$ cat src/rtl/mc_pkg.sv
// Shared constants for the multicycle controller: FSM states, instruction
// encodings, ALU operation codes and the decoded instruction class.
package mc_pkg;

  typedef enum logic [2:0] {
    FETCH  = 3'd0,
    DECODE = 3'd1,
    EXEC   = 3'd2,
    MEM    = 3'd3,
    WB     = 3'd4
  } state_e;

  localparam logic [5:0] OP_RTYPE = 6'h00;
  localparam logic [5:0] OP_J     = 6'h02;
  localparam logic [5:0] OP_BEQ   = 6'h04;
  localparam logic [5:0] OP_ORI   = 6'h0D;
  localparam logic [5:0] OP_LUI   = 6'h0F;
  localparam logic [5:0] OP_LW    = 6'h23;
  localparam logic [5:0] OP_SW    = 6'h2B;

  localparam logic [5:0] FN_ADDU  = 6'h21;
  localparam logic [5:0] FN_SUBU  = 6'h23;

  localparam logic [1:0] ALU_ADD  = 2'd0;
  localparam logic [1:0] ALU_SUB  = 2'd1;
  localparam logic [1:0] ALU_OR   = 2'd2;
  localparam logic [1:0] ALU_LUI  = 2'd3;

  typedef enum logic [3:0] {
    I_ADDU = 4'd0,
    I_SUBU = 4'd1,
    I_ORI  = 4'd2,
    I_LUI  = 4'd3,
    I_LW   = 4'd4,
    I_SW   = 4'd5,
    I_BEQ  = 4'd6,
    I_J    = 4'd7,
    I_ILL  = 4'd8
  } instr_e;

endpackage

$ cat src/rtl/mc_decode.sv
// Combinational classifier: maps the held opcode/funct fields to one
// instruction class, with I_ILL for anything outside the supported set.
module mc_decode
  import mc_pkg::*;
(
  input  logic [5:0] opcode,
  input  logic [5:0] funct,
  output logic [3:0] instr
);

  instr_e cls;

  always_comb begin
    cls = I_ILL;
    case (opcode)
      OP_RTYPE: begin
        if (funct == FN_ADDU)      cls = I_ADDU;
        else if (funct == FN_SUBU) cls = I_SUBU;
      end
      OP_ORI:  cls = I_ORI;
      OP_LUI:  cls = I_LUI;
      OP_LW:   cls = I_LW;
      OP_SW:   cls = I_SW;
      OP_BEQ:  cls = I_BEQ;
      OP_J:    cls = I_J;
      default: cls = I_ILL;
    endcase
  end

  assign instr = cls;

endmodule

$ cat src/rtl/mc_ctrl.sv
// Multicycle MIPS-subset controller: FETCH/DECODE/EXEC/MEM/WB sequencer with
// Moore-style strobes plus ready-qualified handshakes and a retired counter.
module mc_ctrl
  import mc_pkg::*;
(
  input  logic        clk,
  input  logic        rst_n,
  input  logic [5:0]  opcode,
  input  logic [5:0]  funct,
  input  logic        zero,
  input  logic        imem_ready,
  input  logic        dmem_ready,
  output logic        ir_wr,
  output logic        pc_inc,
  output logic        pc_branch,
  output logic        pc_jump,
  output logic [1:0]  alu_op,
  output logic        alu_src_imm,
  output logic        reg_wr,
  output logic        reg_dst_rd,
  output logic        mem_to_reg,
  output logic        mem_rd,
  output logic        mem_wr,
  output logic        illegal,
  output logic [31:0] retired,
  output logic [2:0]  state
);

  state_e     state_q, state_d;
  instr_e     instr;
  logic [3:0] instr_code;
  logic       retire;

  mc_decode u_decode (
    .opcode (opcode),
    .funct  (funct),
    .instr  (instr_code)
  );

  assign instr = instr_e'(instr_code);
  assign state = state_q;

  always_ff @(posedge clk or negedge rst_n) begin
    if (!rst_n) begin
      state_q <= FETCH;
      retired <= '0;
    end else begin
      state_q <= state_d;
      if (retire) retired <= retired + 32'd1;
    end
  end

  always_comb begin
    state_d     = state_q;
    retire      = 1'b0;
    ir_wr       = 1'b0;
    pc_inc      = 1'b0;
    pc_branch   = 1'b0;
    pc_jump     = 1'b0;
    alu_op      = ALU_ADD;
    alu_src_imm = 1'b0;
    reg_wr      = 1'b0;
    reg_dst_rd  = 1'b0;
    mem_to_reg  = 1'b0;
    mem_rd      = 1'b0;
    mem_wr      = 1'b0;
    illegal     = 1'b0;
    case (state_q)
      FETCH: begin
        // Reset parks the FSM in FETCH, so the fetch strobes are also
        // qualified by rst_n to stay quiet while reset is held.
        if (imem_ready && rst_n) begin
          ir_wr   = 1'b1;
          pc_inc  = 1'b1;
          state_d = DECODE;
        end
      end
      DECODE: begin
        if (instr == I_ILL) begin
          illegal = 1'b1;
          state_d = FETCH;
        end else begin
          state_d = EXEC;
        end
      end
      EXEC: begin
        case (instr)
          I_ADDU: begin alu_op = ALU_ADD; state_d = WB; end
          I_SUBU: begin alu_op = ALU_SUB; state_d = WB; end
          I_ORI:  begin alu_op = ALU_OR;  alu_src_imm = 1'b1; state_d = WB; end
          I_LUI:  begin alu_op = ALU_LUI; alu_src_imm = 1'b1; state_d = WB; end
          I_LW, I_SW: begin
            alu_op      = ALU_ADD;
            alu_src_imm = 1'b1;
            state_d     = MEM;
          end
          I_BEQ: begin
            alu_op    = ALU_SUB;
            pc_branch = zero;
            retire    = 1'b1;
            state_d   = FETCH;
          end
          I_J: begin
            pc_jump = 1'b1;
            retire  = 1'b1;
            state_d = FETCH;
          end
          default: state_d = FETCH;
        endcase
      end
      MEM: begin
        if (instr == I_LW) mem_rd = 1'b1;
        else               mem_wr = 1'b1;
        if (dmem_ready) begin
          // Loads still need writeback; stores complete here.
          state_d = (instr == I_LW) ? WB : FETCH;
          retire  = (instr != I_LW);
        end
      end
      WB: begin
        reg_wr     = 1'b1;
        reg_dst_rd = (instr == I_ADDU) || (instr == I_SUBU);
        mem_to_reg = (instr == I_LW);
        retire     = 1'b1;
        state_d    = FETCH;
      end
      default: state_d = FETCH;
    endcase
  end

endmodule

$ cat config.mk
export PLATFORM = sky130hd
export DESIGN_NAME = mc_ctrl
export DESIGN_NICKNAME = d
export VERILOG_FILES = /design/src/rtl/mc_pkg.sv /design/src/rtl/mc_decode.sv /design/src/rtl/mc_ctrl.sv
export SDC_FILE = /design/constraint.sdc
export NUM_CORES = 1
export LEC_CHECK = 0
export CAP_MARGIN = 20
export CORE_MARGIN = 2
export CORE_UTILIZATION = 30
export CTS_CLUSTER_SIZE = 8
export DETAILED_ROUTE_END_ITERATION = 10
export GPL_ROUTABILITY_DRIVEN = 0
export SKIP_CTS_REPAIR_TIMING = 1
export SKIP_LAST_GASP = 1
export SLEW_MARGIN = 20
export SYNTH_ARGS = -nofsm -noshare
export SYNTH_HDL_FRONTEND = slang
export SYNTH_SLANG_ARGS = --single-unit
$ cat constraint.sdc
create_clock -name clk -period 2.9 [get_ports clk]
set_clock_uncertainty 0.2 [all_clocks]
set_input_delay 0.29 -clock clk [delete_from_list [all_inputs] [get_ports clk]]
set_output_delay 0.29 -clock clk [all_outputs]
set_load 0.02 [all_outputs]
# Word level (Yosys, flattened, before mapping)
# Index checks and enable logic that the tools add are counted.
# W data, S select, Z words.
classes:
  addsub: 1
  eq_ne: 23
  mux: 31
  reduce_logical: 11
op_table:
  columns: ["operator", "n"]
  rows:
  - ["$add A32 B1 Y32 const B", 1]
  - ["$pmux W4 S7", 1]
  - ["$eq A6 B6 Y1 const B", 4]
  - ["$mux W1", 19]
  - ["$eq A4 B3 Y1 const B", 4]
  - ["$eq A6 B4 Y1 const B", 2]
  - ["$pmux W3 S4", 1]
  - ["$mux W3", 3]
  - ["$eq A4 B2 Y1 const B", 2]
  - ["$mux W4", 2]
  - ["$reduce_or A4 Y1", 2]
  - ["$eq A3 B2 Y1 const B", 2]
  - ["$eq A6 B2 Y1 const B", 1]
  - ["$eq A6 B3 Y1 const B", 1]
  - ["$logic_not A6 Y1", 1]
  - ["$pmux W2 S3", 1]
  - ["$pmux W3 S2", 1]
  - ["$reduce_or A2 Y1", 3]
  - ["$eq A4 B1 Y1 const B", 1]
  - ["$eq A4 B4 Y1 const B", 1]
  - ["$logic_not A4 Y1", 1]
  - ["$mux W2", 2]
  - ["$ne A2 B2 Y1 const B", 2]
  - ["$ne A4 B3 Y1 const B", 1]
  - ["other kinds (7)", 7]
totals:
  ff_bits: 35
  inputBits: 17
  elab_cells: 68

# Depth between registers and ports, before layout
# Gate-level depths: netlist of the first run.
logic_depth:
  word_depth: 8
  depth_mapped: 7

# Modules after synthesis
# From an unflattened synthesis of the first run, not the netlist that was laid out.
hier_totals:
  hier_cells: 208
  hier_area_um2: 2019.4
modules_own_cells:
  columns: ["mod", "instances", "cells_per_inst", "area_each_um2", "seq_area_each_um2"]
  rows:
  - ["mc_ctrl", 1, 183, 1854.3, 875.8]
  - ["mc_decode", 1, 25, 165.2, 0.0]

# Least setup slack after synthesis of the first run
# OpenSTA, ideal clock, no wires.
synth_path:
  path_type: "reg-to-reg"
  startpoint: "register state_q[0], in the netlist state[0]"
  endpoint: "register retired[13]"
  arrival_time_ns: 1.790
  path_slack_ns: 0.830
  stages_incl_launch_ff: 8
  cell_sequence: "dfrtp_1 > nor2_1 > nand2_1 > inv_1 > a41oi_2 > buf_2 > a2111oi_2 > xor2_1"
synth_between:
  elab_chain_cells: 2
synth_lines:
  columns: ["element", "line_no", "rtl"]
  rows:
  - ["start, declared", "mc_ctrl.sv:29", "state_e state_q, state_d;"]
  - ["start signal, assigned", "mc_ctrl.sv:48", "state_q <= state_d;"]
  - ["$eq A3 B3 Y1 or $eq A3 B2 Y1 (tied branches)", "mc_ctrl.sv:68", "case (state_q)"]
  - ["$pmux W1 S3 (*)", "mc_ctrl.sv:68", null]
  - ["end signal, assigned", "mc_ctrl.sv:49", "if (retire) retired <= retired + 32'd1;"]
  - ["end, declared", "mc_ctrl.sv:25", "output logic [31:0] retired,"]
# Every way passes the cells marked *; elsewhere a longest branch is shown, timed or not.
# A chain may end at the register's enable or synchronous reset.

# Worst setup path after layout of the first run
layout_path:
  startpoint: "input port opcode[0]"
  endpoint: "output port mem_rd"
layout_between:
  elab_chain_cells: 5
layout_lines:
  columns: ["element", "line_no", "rtl"]
  rows:
  - ["start, declared", "mc_ctrl.sv:8", "input logic [5:0] opcode,"]
  - ["$eq A6 B2 Y1, or another cell as far along", "mc_decode.sv:15", "case (opcode)"]
  - ["$pmux W4 S7 (*)", "mc_decode.sv:15", null]
  - ["$eq A4 B3 Y1 (*)", "mc_ctrl.sv:112", "if (instr == I_LW) mem_rd = 1'b1;"]
  - ["$mux W1 (*)", "mc_ctrl.sv:112", null]
  - ["$mux W1 (*)", "mc_ctrl.sv:68", null]
  - ["end, declared", "mc_ctrl.sv:22", "output logic mem_rd,"]
# Marked as above.

==> impl_metrics.ini, run 1 <==
[outcome]
status = completed

[logic_synthesis]
netlist_instances = 226
ys_seq_area_frac = 0.386
synth-main-ff-cell = dfrtp_1
synth-edff-count = 0
syn_area_mm2 = 0.00227
syn_area_per_cell_um2 = 10.0
yosysTopAreaCell = dfrtp_1
synth_top_area_frac = 0.386
async_flop_share = 1.00
ys_ff_latch = 35
synth_area_leaders = dfrtp_1 39%, xor2_1 12%, a2111oi_2 9.9%
yosys_warnings = 0
syn_nets = 244
yosys.cell_types.count = 45

[worst_setup_path]
worstSetupStartpointType = input pin
r2r_end = retired[31]
path_class = in -> out
worstPathRequired_ns = 2.41
critPathMaxFanout = 9
r2r_slack_ns = 0.67
cp.arrival_ns = 2.35
reg2regPathDepth = 5
reg2reg_from = state[0]
cp-end-kind = output port

[layout]
nNetsFinal = 315
antenna_cells = 0
n_fill_cell = 740
area_growth_pct = 40.7
drive_gt1_frac = 0.158

[die]
num_rows = 31
die_h_um = 91.0
die_area_mm2 = 0.00827
core-area_mm2 = 0.00729
floorplan.initialDensity = 0.311
die_x_um = 91.0
ioPinCount = 65

[drt]
drtIter0Drc = 65
routed_wl_um = 5990
num_vias = 2067
postRouteAntennaNets = 0
routedWlPerCell_um = 15.1
drc_errors = 0
drt_pass1_iterations = 4
via_per_inst = 5.21

[clocking]
numCtsBuffers = 5
worstSkewPairLatency_ns = 0.30
clock_sinks = 35
cts_tree = built
cts-root-buf = clkbuf_8
clockBufferDepth = 2
cts_max_level = 2
clkTransAtPathRegs_ns = 0.07

[timing]
grt_setup_unrepaired = yes
fin_crit_sh = 0.978
drv_slew = 0
fin_crit_ns = 2.84
finalSetupViolations = 0
tightest_slew_ns = 0.502
fin_ws_ns = 0.0650
slew_headroom = 0.657
hold_violations = 0
clock.fmax_mhz = 353
whs_ns = 0.272

[placement]
dp_hpwl_um = 4310
io_buffers = 64
place_ws_ns = 0.00938

[min_path]
hold_end = retired[31]
min_path_type = reg -> reg
min_path_cells = 1
min-delay-start = retired[31]

[pwr]
switching_share = 0.266
clock_power_share = 0.365
leakagePower_nw = 1.37
power.switching_uw = 260
comb_power_share = 0.117
p_seq_frac = 0.518
internal-power_uw = 717
p_per_area_mw_per_mm2 = 306
vdd_drop_max_uv = 219

[grt]
antenna_found_initial = 0
grt_pass1_wl_um = 10000
grt_usage = 0.148
globalRouteOverflowTotal = 0
grt_max_degree = 36
grt_pass1_vias = 2026

[flow_run]
drv_cap = 0
[through the flow]
step,setup TNS [ns],area (um2),cells,power [mW],utilization
2_1_floorplan,0,2270,226,0.559,-
6_report,0,3190,397,0.976,0.438
4_1_cts,-0.00442,3170,396,0.989,0.435
3_5_place_dp,0,3090,388,0.627,0.423
5_1_grt,-0.0421,3190,397,1.02,0.438
3_3_place_gp,0,3090,388,0.626,0.423
[power by group through the flow]
stage          clock [mW]  combinational (mW)  sequential (mW)
6_report            0.357               0.114            0.506
5_1_grt             0.390               0.124            0.507
2_1_floorplan           0              0.0390            0.520
4_1_cts             0.371               0.113            0.505
3_5_place_dp            0               0.112            0.515
3_3_place_gp            0               0.112            0.515
[per-layer routing]
layer | GRT usage | routed length [um]
met5 | 0 | 0
met4 | 0.0543 | 95
met3 | 0.0340 | 321
met2 | 0.237 | 2670
met1 | 0.196 | 2900
[layout make-up]
type	instances	area (um2)	area share
Multi-Input combinational cell	172	1330	0.416
Sequential cell	35	876	0.274
Timing Repair Buffer	79	763	0.239
Tap cell	99	124	0.0388
Clock buffer	6	72.6	0.0227
Inverter	4	15.0	0.00470
Clock inverter	2	12.5	0.00392
[worst max-delay path, cell delays in order]
cell             delay (ns)
clkdlybuf4s50_1        0.51
buf_4                  0.18
nand4b_1               0.21
nor4_1                 0.46
clkdlybuf4s50_1        0.69
[cells in the final DEF, fill, tap and decap left out, drive strengths merged, types with 3 or more instances in the layout]
| cell | Yosys | routed |
|---|---|---|
| xor2 | 31 | 31 |
| clkdlybuf4s50 | 0 | 63 |
| inv | 4 | 4 |
| nor3 | 5 | 5 |
| nand4 | 7 | 7 |
| a21oi | 12 | 12 |
| buf | 11 | 15 |
| o21ai | 3 | 3 |
| and3 | 10 | 10 |
| a2111oi | 16 | 16 |
| nand3 | 17 | 17 |
| dfrtp | 35 | 35 |
| a211oi | 6 | 6 |
| and4 | 6 | 6 |
| nor2 | 8 | 8 |
| clkbuf | 4 | 6 |
| and2 | 3 | 3 |
| nand2 | 18 | 18 |
[kinds of logic after synthesis]
group,Yosys count,synth area share
buffers and inverters,19,0.0425
DFF,35,0.386
AOI/OAI and AO/OA,49,0.208
and+or+nand+nor,88,0.226
adders and majority gates,1,0.00551
muxes,1,0.00496
xor gates and xnor gates,33,0.127
[cells in the mapped netlist (all sizes together) (3+ instances only)]
master   instances
nand2           18
inv              4
o21ai            3
and2             3
xor2            31
and3            10
buf             11
nor3             5
nor2             8
a2111oi         16
nand4            7
clkbuf           4
dfrtp           35
a211oi           6
nand3           17
and4             6
a21oi           12
[worst max-delay path by stage]
| stage | from | to | depth (start not counted) |
|---|---|---|---|
| floorplan | state[0] | retired[13] | 7 |
| global placement | opcode[1] | pc_jump | 6 |
| detailed placement | opcode[0] | pc_jump | 6 |
| CTS | opcode[0] | pc_jump | 6 |
| global route | opcode[0] | mem_rd | 5 |
| finish | opcode[0] | mem_rd | 5 |
[sequential cells by signal, summed over array words and instances, names as in the netlist]
register,count
retired,32
state,3
No activity file was read; power rests on OpenSTA's default activity.
==> inputs of run 2 (changes only) <==
SLEW_MARGIN = unset   (was 20)
==> results of run 2 <==
Final layout, timing and power as in run 1 (identical DEF).
